`config.mk`:
```
export PLATFORM = sky130hd
export DESIGN_NAME = fetch_stage_flat
export DESIGN_NICKNAME = d
export VERILOG_FILES = /design/src/rtl/fetch_pkg.sv /design/src/rtl/fetch_if.sv /design/src/rtl/fetch_queue.sv /design/src/rtl/fetch_stage.sv /design/src/flat_wrapper.sv
export SDC_FILE = /design/constraint.sdc
export NUM_CORES = 1
export LEC_CHECK = 0
export ABC_CLOCK_PERIOD_IN_PS = 17600
export CAP_MARGIN = 20
export CORE_UTILIZATION = 25
export DETAILED_ROUTE_END_ITERATION = 7
export GPL_TIMING_DRIVEN = 0
export PLACE_DENSITY = 0.49
export SETUP_SLACK_MARGIN = 0.3
export SYNTH_ARGS = -nofsm -noshare
export SYNTH_HDL_FRONTEND = slang
export SYNTH_SLANG_ARGS = --single-unit
```
`constraint.sdc`:
```
create_clock -name clk -period 17.6 [get_ports clk]
set_input_delay 3.52 -clock clk [delete_from_list [all_inputs] [get_ports clk]]
set_output_delay 3.52 -clock clk [all_outputs]
set_load 0.01 [all_outputs]
```
`src/rtl/fetch_pkg.sv`:
```
// fetch_pkg: shared types and constants for the instruction-fetch stage
package fetch_pkg;
   localparam int FETCH_ADDR_W = 64;
   localparam int FETCH_INSN_W = 32;
   localparam int FETCH_PC_INC = 4;
   typedef enum logic [1:0] {BOOT, RUN, REDIRECT_WAIT} fetch_state_e;
   typedef struct packed {
      logic [FETCH_ADDR_W-1:0] pc;
      logic [FETCH_INSN_W-1:0] insn;
   } fetch_entry_t;
endpackage

```
`src/rtl/fetch_if.sv`:
```
// fetch_if: cache instruction port plus decode handshake seen by the fetch stage
interface fetch_if import fetch_pkg::*; #(
   parameter int ADDR_W = FETCH_ADDR_W,
   parameter int INSN_W = FETCH_INSN_W
);
   logic              instruction_read;
   logic [ADDR_W-1:0] instruction_address;
   logic              i_busy;
   logic [INSN_W-1:0] instruction_response;
   logic              fetch_valid;
   logic [ADDR_W-1:0] fetch_pc;
   logic [INSN_W-1:0] fetch_instruction;
   logic              decode_ready;
   modport master (
      output instruction_read, instruction_address, fetch_valid, fetch_pc, fetch_instruction,
      input  i_busy, instruction_response, decode_ready
   );
   modport slave (
      input  instruction_read, instruction_address, fetch_valid, fetch_pc, fetch_instruction,
      output i_busy, instruction_response, decode_ready
   );
endinterface

```
`src/rtl/fetch_queue.sv`:
```
// fetch_queue: shift-register FIFO whose slot 0 is the registered head output
module fetch_queue import fetch_pkg::*; #(
   parameter int  DEPTH   = 4,
   parameter type entry_t = fetch_entry_t
) (
   input  logic                   clk,
   input  logic                   reset,
   input  logic                   push,
   input  entry_t                 din,
   input  logic                   pop,
   input  logic                   flush,
   output logic                   full,
   output logic                   empty,
   output logic [$clog2(DEPTH):0] count,
   output entry_t                 head
);
   localparam int CW = $clog2(DEPTH) + 1;
   entry_t          mem     [DEPTH];
   entry_t          shifted [DEPTH];
   logic            do_pop, do_push;
   logic [CW-1:0]   wr_idx;
   assign full    = count == CW'(DEPTH);
   assign empty   = count == '0;
   assign do_pop  = pop && !empty;
   assign do_push = push && !full;
   assign wr_idx  = count - CW'(do_pop);
   assign head    = mem[0];
   // contents one slot closer to the head, used when an entry is popped
   always_comb begin
      shifted[DEPTH-1] = '0;
      for (int i = 0; i < DEPTH - 1; i++) shifted[i] = mem[i + 1];
   end
   // storage and occupancy; a flush only clears the count, stale slots are never visible
   always_ff @(posedge clk or posedge reset) begin
      if (reset) begin
         for (int i = 0; i < DEPTH; i++) mem[i] <= '0;
         count <= '0;
      end else if (flush) begin
         count <= '0;
      end else begin
         for (int i = 0; i < DEPTH; i++)
            mem[i] <= (do_push && CW'(i) == wr_idx) ? din : do_pop ? shifted[i] : mem[i];
         count <= count + CW'(do_push) - CW'(do_pop);
      end
   end
endmodule

```
`src/rtl/fetch_stage.sv`:
```
// fetch_stage: owns the PC, issues cache fetches and queues instructions for decode
// Optional FETCH_TRACE_EN: prints each push and each redirect target (simulation only)
module fetch_stage import fetch_pkg::*; #(
   parameter int ADDR_W      = FETCH_ADDR_W,
   parameter int INSN_W      = FETCH_INSN_W,
   parameter int QUEUE_DEPTH = 4
) (
   input  logic              clk,
   input  logic              reset,
   input  logic [ADDR_W-1:0] entry,
   input  logic              redirect_valid,
   input  logic [ADDR_W-1:0] redirect_pc,
   fetch_if.master           bus
);
   localparam int CW = $clog2(QUEUE_DEPTH) + 1;
   localparam logic [1:0] ST_BOOT = BOOT;
   localparam logic [1:0] ST_RUN  = RUN;
   localparam logic [1:0] ST_WAIT = REDIRECT_WAIT;
   typedef struct packed {
      logic [ADDR_W-1:0] pc;
      logic [INSN_W-1:0] insn;
   } entry_t;
   logic [1:0]        state;
   logic [ADDR_W-1:0] pc, pending_pc, target;
   logic              rd, done, push, full, empty;
   logic [CW-1:0]     count;
   entry_t            din, head;
   assign target = redirect_pc & ~ADDR_W'(3);
   assign rd     = (state == ST_RUN) ? (count < CW'(QUEUE_DEPTH)) : (state == ST_WAIT);
   assign done   = rd && !bus.i_busy;
   assign push   = (state == ST_RUN) && done && !redirect_valid && !full;
   assign din    = '{pc: pc, insn: bus.instruction_response};
   assign bus.instruction_read    = rd;
   assign bus.instruction_address = pc;
   assign bus.fetch_valid         = !empty;
   assign bus.fetch_pc            = head.pc;
   assign bus.fetch_instruction   = head.insn;
   fetch_queue #(.DEPTH(QUEUE_DEPTH), .entry_t(entry_t)) u_queue (
      .clk   (clk),
      .reset (reset),
      .push  (push),
      .din   (din),
      .pop   (bus.decode_ready),
      .flush (redirect_valid),
      .full  (full),
      .empty (empty),
      .count (count),
      .head  (head)
   );
   // PC sequencing: boot load, linear advance on completion, redirects deferred past a busy access
   always_ff @(posedge clk or posedge reset) begin
      if (reset) begin
         state      <= ST_BOOT;
         pc         <= '0;
         pending_pc <= '0;
      end else begin
         case (state)
            ST_BOOT: begin
               pc    <= redirect_valid ? target : entry;
               state <= ST_RUN;
            end
            ST_RUN: begin
               if (redirect_valid && rd && bus.i_busy) begin
                  pending_pc <= target;
                  state      <= ST_WAIT;
               end else if (redirect_valid) begin
                  pc <= target;
               end else if (done) begin
                  pc <= pc + ADDR_W'(FETCH_PC_INC);
               end
            end
            ST_WAIT: begin
               if (done) begin
                  pc    <= redirect_valid ? target : pending_pc;
                  state <= ST_RUN;
               end else if (redirect_valid) begin
                  pending_pc <= target;
               end
            end
            default: state <= ST_BOOT;
         endcase
      end
   end
`ifdef FETCH_TRACE_EN
   // trace of queued instructions and redirect targets
   always_ff @(posedge clk) begin
      if (!reset && push) $display("fetch @ %x - %x", pc, bus.instruction_response);
      if (!reset && redirect_valid) $display("fetch redirect -> %x", target);
   end
`endif
endmodule

```
`src/flat_wrapper.sv`:
```
// flat-port wrapper written by rule: the top's interface ports become plain ports
module fetch_stage_flat import fetch_pkg::*;
#(
   parameter int ADDR_W      = FETCH_ADDR_W,
   parameter int INSN_W      = FETCH_INSN_W,
   parameter int QUEUE_DEPTH = 4
)
  (clk, reset, entry, redirect_valid, redirect_pc, bus_instruction_read, bus_instruction_address, bus_fetch_valid, bus_fetch_pc, bus_fetch_instruction, bus_i_busy, bus_instruction_response, bus_decode_ready);
  fetch_if #(.ADDR_W(ADDR_W), .INSN_W(INSN_W)) bus_i ();
  input  logic clk;
  input  logic reset;
  input  logic [ADDR_W-1:0] entry;
  input  logic redirect_valid;
  input  logic [ADDR_W-1:0] redirect_pc;
  output wire logic [$bits(bus_i.instruction_read)-1:0] bus_instruction_read;
  output wire logic [$bits(bus_i.instruction_address)-1:0] bus_instruction_address;
  output wire logic [$bits(bus_i.fetch_valid)-1:0] bus_fetch_valid;
  output wire logic [$bits(bus_i.fetch_pc)-1:0] bus_fetch_pc;
  output wire logic [$bits(bus_i.fetch_instruction)-1:0] bus_fetch_instruction;
  input wire logic [$bits(bus_i.i_busy)-1:0] bus_i_busy;
  input wire logic [$bits(bus_i.instruction_response)-1:0] bus_instruction_response;
  input wire logic [$bits(bus_i.decode_ready)-1:0] bus_decode_ready;
  assign bus_instruction_read = bus_i.instruction_read;
  assign bus_instruction_address = bus_i.instruction_address;
  assign bus_fetch_valid = bus_i.fetch_valid;
  assign bus_fetch_pc = bus_i.fetch_pc;
  assign bus_fetch_instruction = bus_i.fetch_instruction;
  assign bus_i.i_busy = bus_i_busy;
  assign bus_i.instruction_response = bus_instruction_response;
  assign bus_i.decode_ready = bus_decode_ready;
  fetch_stage #(.ADDR_W(ADDR_W), .INSN_W(INSN_W), .QUEUE_DEPTH(QUEUE_DEPTH)) u_core (.clk(clk), .reset(reset), .entry(entry), .redirect_valid(redirect_valid), .redirect_pc(redirect_pc), .bus(bus_i));
endmodule
```
* After elaboration in Yosys (flattened, before gate mapping) *
Cells that the tools add are included.

word-level totals
  flip-flop bits (word level) = 517
  input bits = 165
  output and inout bits = 162
  logic and storage cells = 84

cells by class
  add/subtract/negate cells = 4
  order comparisons = 1
  equality and inequality tests = 11
  muxes and demuxes = 23
  bitwise operators = 1
  reductions and logical operators = 32

operators by type and width
  operator               number
  $mux 96                8
  $mux 64                8
  $pmux 64 s3            1
  $pmux 64 s2            1
  $add 64x3->64 const B  1
  $logic_and 1x1->1      12
  $reduce_and 2->1       5
  $reduce_bool 2->1      5
  $eq 2x3->1 const A     2
  $logic_not 3->1        2
  $ne 2x2->1 const B     3
  $pmux 2 s3             1
  $sub 3x1->3            2
  $logic_not 1->1        4
  $mux 2                 2
  $reduce_and 4->1       1
  $add 3x1->3            1
  $eq 1x3->1 const A     1
  $eq 3x3->1 const B     1
  $lt 3x3->1 const B     1
  $mux 3                 1
  $ne 3x2->1 const B     1
  $reduce_and 3->1       1
  $reduce_bool 3->1      1
  6 further kinds        6

* Longest topological paths before layout *
  word-level depth = 10
  depth in mapped cells = 13
  gate-level depth less buffers = 11

* By module *
A second synthesis with hierarchy kept.

second synthesis, totals
  cells, all modules = 2551
  area total of the unflattened synthesis = 26485.4 um2

modules (own cells, without submodules)
  module       times used  cells an instance  area each (um2)  seq. area each (um2)
  fetch_queue  1           1661               17997.3          9684.3
  fetch_stage  1           890                8488.1           3253.1

* Worst setup path after synthesis *
OpenSTA, ideal clock, no wires.

  kind = input port to flip-flop
  from = input port bus_decode_ready
  to = register u_core.u_queue.mem[252] (netlist name)
  setup time = 0.083 ns
  arrival time = 5.468 ns
  required time = 17.517 ns
  setup slack = 12.049 ns
  stages = 11
  buffers on the path = 3
  path through = and2_1 -> ha_1 -> ha_1 -> nor4_1 -> nand2_1 -> nor2_1 -> buf_2 -> clkbuf_1 -> clkbuf_1 -> nand2_1 -> o21ai_0

between the ends
  word-level cells in the longest chain between the ends = 6
  elaborated cells on any way between the ends = 7
  classes of those cells = add/sub: 1; eq/ne: 1; mux: 1; reduce/logical: 4

ends and longest elaborated chain
  item                             RTL line            source
  from (decl)                      flat_wrapper.sv:22  input wire logic [$bits(bus_i.decode_ready)-1:0] bus_decode_ready;
  $logic_and 1x1->1 *              fetch_queue.sv:24   assign do_pop = pop && !empty;
  $sub 3x1->3                      fetch_queue.sv:26   assign wr_idx = count - CW'(do_pop);
  $eq 1x3->1                       fetch_queue.sv:42   mem[i] <= (do_push && CW'(i) == wr_idx) ? din : do_pop ? shifted[i] : mem[i];
  $logic_and 1x1->1                fetch_queue.sv:42
  $reduce_bool 2->1 (no line)      n/a
  $reduce_and 2->1 (no line)       n/a
  to (signal, indexed assignment)  fetch_queue.sv:42
  to (decl)                        fetch_queue.sv:18   entry_t mem [DEPTH];

Every way passes the cells marked *; elsewhere a longest branch is shown, timed or not.
A chain may end at the register's enable or synchronous reset.

* Worst setup path in the final report *
  from = input port bus_decode_ready
  to = register u_core.u_queue.mem[236] (netlist name)

The elaborated chain is that of the path after synthesis.

==> results.txt <==
The flow ran to the end, and the final reports show no timing, DRC or antenna violations. Setup violations remaining at the end of the flow were counted as 0. The number of endpoints with negative hold slack in the final report came out at 0. The worst setup path is captured at a flip-flop. VDD sags by at most 0.0864 mV. The number of global-route vias before repair was 23526; the wire length of the first global-routing pass was 159000 um. The fraction of registers with async set or reset after synthesis is 1.00.

Across all register-to-register paths, the minimum setup slack is 13150 ps. The average routed wire per standard cell was 22.7 um; the number of antenna violations at the first check in global routing was 9. The run gives 0.253 as the initial core utilization.

Height of the die: 327 um. The post-route core utilization came out at 0.324. The category of the worst setup path launch point is an input pin. After clock tree synthesis, the repair step resized 0 gates.

The routed design could run at a clock period as short as 6680 ps. The number of I/O port buffers came out at 322. The tree is rooted in a sky130_fd_sc_hd__clkbuf_16. The detailed router's first-iteration violation count was 2012; the standard cell area after detailed placement was 31700 um2. Half-perimeter wire length of the detailed placement result: 81700 um.

The actual transition at the worst max-transition pin was 1190 ps; the critical-path maximum fanout was 10. The post-synth design cell area is 26400 um2. A synthesized cell averages 9.12 um2. The layout overhead on the synthesized area came out at 28.1%. CTS saw 517 sinks. Among all flip-flop cells after synthesis, the most frequent one is sky130_fd_sc_hd__dfrtp_1. The run gives 49500 um as the routed length on met2.

The number of synthesized register bits works out to 517. Clock latency on the worst-skew pair, taken at its later pin, is 640 ps. For this run, the number of Yosys warnings is 0. The run gives 0 as the number of maximum-capacitance constraint violations. The total buffers and inverters traversed by the critical path works out to 4.

Type of the most critical hold path: reg -> reg. The kind of cell with the highest combined delay along the critical path is buffers and inverters. Signal routing reaches up to met5. The logs give 107000 um2 for the floorplan die area and 0.204 for the worst relative slew slack. The total detailed-routing wirelength was 107000 um; the fraction of layout cells with a size suffix above 1 was 0.101.

The tools report the met3 routed wirelength as 6160 um. The logs give 0 ps for the accumulated negative setup slack and 0 for the number of nets with antenna violations after routing. The number of vias per cell after detailed routing came out at 4.91. For the via count, the log shows 23217.

Entering global routing, the biggest net connects 42 pins. The run gives 104000 um2 as the area of the core region. For the share of the yosys chip area belonging to registers, the log shows 0.491. The number of synthesized flops with an enable pin is 0. After synthesis, the netlist uses 69 different library cells.

After routing the design area is 33800 um2. Dividing total power by cell area gives a power density of 173 nW/um2. The library cell used most frequently in the layout, excluding fill and tap cells, is sky130_fd_sc_hd__nand2_1. At the end of routability-driven placement, the weighted congestion stood at 0.917. The setup path with the least slack is of type in -> reg.

Detailed-route DRC error count: 0. The final clock skew is 27.4 ps, and the met1 wire length is 46900 um. Setup repair after global routing left no endpoint under its margin. From left edge to right edge, the die measures 327 um. Traced cell by cell, the critical path runs through clkdlybuf4s50_1 > and2_1 > ha_1 > ha_1 > nor4_1 > nand2_1 > nor2_1 > buf_2 > clkbuf_1 > clkbuf_1 > nand2_1 > o21ai_0. The share of the clock period used by the worst path is 0.380. The sum of overflow across all layers after global routing is 0, and the number of instances in the synthesized netlist is 2891. The critical path's largest stage delay was 730 ps; the post-layout total power was 5.84 mW. TritonCTS built the clock tree. Slowest library cell on the worst path: sky130_fd_sc_hd__clkbuf_1. The worst endpoint required time was 18130 ps; the H-tree depth reported by CTS was 2. The arrival time at the worst endpoint was 7220 ps. Post-CTS timing repair inserted 0 buffers for setup. The run gives 150 MHz as the highest attainable clock frequency.

The clock-pin slew reported for the worst setup and hold paths after clock tree synthesis came out at 60 ps. In the layout the commonest cells are sky130_fd_sc_hd__nand2_1, sky130_fd_sc_hd__dfrtp_1, sky130_fd_sc_hd__o21ai_0. The number of hold buffers added after CTS is 0, and the number of CTS-inserted buffers is 60. For the number of nets in the synthesized netlist, the log shows 3066.

In this run the static leakage power is 13.6 nW. The run gives 0 as the total count of max-transition violations in the final report. In the final design database the tool counted 3470 nets. The logs give 8 for the first-pass iteration count of the detailed router and 0.198 for the global-route usage over all layers. The logs give 327 for the number of I/O pins and 118 for the number of core rows. The number of buffers on the longest clock path is 3.
-- where the power goes --
group	switching [mW]	total (mW)	internal, mW
combinational	1.54	2.57	1.04
clock	0.531	1.30	0.772
sequential	0.325	1.97	1.64
total	2.39	5.84	3.45
-- final timing paths --
check / start / cells after the start / end
setup / recovery: bus_decode_ready / 12 / u_core.u_queue.mem[236]
hold / removal: u_core.pending_pc[0] / 1 / u_core.pending_pc[0]
setup reg to reg: u_core.u_queue.count[2] / 13 / u_core.u_queue.mem[236]
hold reg to reg: u_core.pending_pc[0] / 1 / u_core.pending_pc[0]
max in group asynchronous: reset / 8 / u_core.bus.instruction_address[1]
min in group asynchronous: reset / 2 / u_core.u_queue.head[93]
-- through the flow --
stage | hold WS (ps) | setup WS [ps] | std cells
after floorplan | 454 | 7060 | 2891
after global placement | 471 | 2870 | 4593
after detailed placement | 474 | 10180 | 4613
after CTS | 493 | 10860 | 4725
after global routing | 506 | 10570 | 4731
final | 495 | 10920 | 4732
-- cell families (layout without fill, tap and decap cells) --
logic type	count (synthesis)	in the layout	share of synthesized area
other	0	7	0
and+or+nand+nor	980	980	0.157
buffers and inverters	384	838	0.0702
AOI/OAI and AO/OA	680	680	0.153
xor gates and xnor gates	21	21	0.00698
muxes	299	299	0.117
DFF	517	517	0.491
adders and majority gates	10	10	0.00503
-- Yosys cell counts, types with 18 or more instances --
cell,n,share of area
sky130_fd_sc_hd__nor4_1,18,0.0043
sky130_fd_sc_hd__a21oi_1,77,0.015
sky130_fd_sc_hd__nand2_1,651,0.093
sky130_fd_sc_hd__nand3_1,33,0.0063
sky130_fd_sc_hd__buf_4,100,0.028
sky130_fd_sc_hd__nand4_1,21,0.0050
sky130_fd_sc_hd__nor2_1,152,0.022
sky130_fd_sc_hd__clkbuf_1,217,0.031
sky130_fd_sc_hd__nor3_1,32,0.0061
sky130_fd_sc_hd__buf_2,22,0.0042
sky130_fd_sc_hd__inv_1,25,0.0036
sky130_fd_sc_hd__a221oi_1,28,0.0093
sky130_fd_sc_hd__o21ai_0,351,0.067
sky130_fd_sc_hd__dfrtp_1,517,0.49
sky130_fd_sc_hd__mux2i_1,217,0.082
sky130_fd_sc_hd__a31oi_1,107,0.025
sky130_fd_sc_hd__mux2_2,82,0.035
sky130_fd_sc_hd__buf_1,19,0.0027
-- area by class of cell --
cell class | count | area (um2)
sequential | 517 | 12900
buffer | 359 | 1760
clock buffer | 93 | 1800
fill | 10838 | 70300
timing repair buffer | 342 | 3620
inverter | 25 | 97.6
antenna | 7 | 17.5
tap | 1380 | 1730
clock inverter | 19 | 250
multi-input combinational | 1990 | 11600
-- state kept, by name, summed over array words and instances, names as in the netlist --
name and cells:
u_core.pending_pc 64, u_core.bus.instruction_address 64, u_core.u_queue.head 96, u_core.u_queue.count 3, u_core.state 2, u_core.u_queue.mem 288
-- layer usage --
layer  up-vias  global-route usage
met5         -                   0
met4         2              0.0835
met3       247              0.0275
met2       847               0.320
met1     11336               0.263
li1      10785                   -
-- worst reg2reg max path, delay by kind of cell, from the launching register on --
family,cells,cell delay (ps)
buffers and inverters,4,2000
and+or+nand+nor,6,1500
adders and majority gates,2,410
DFF,1,350
AOI/OAI and AO/OA,1,90
(Power assumes the default switching activity.)
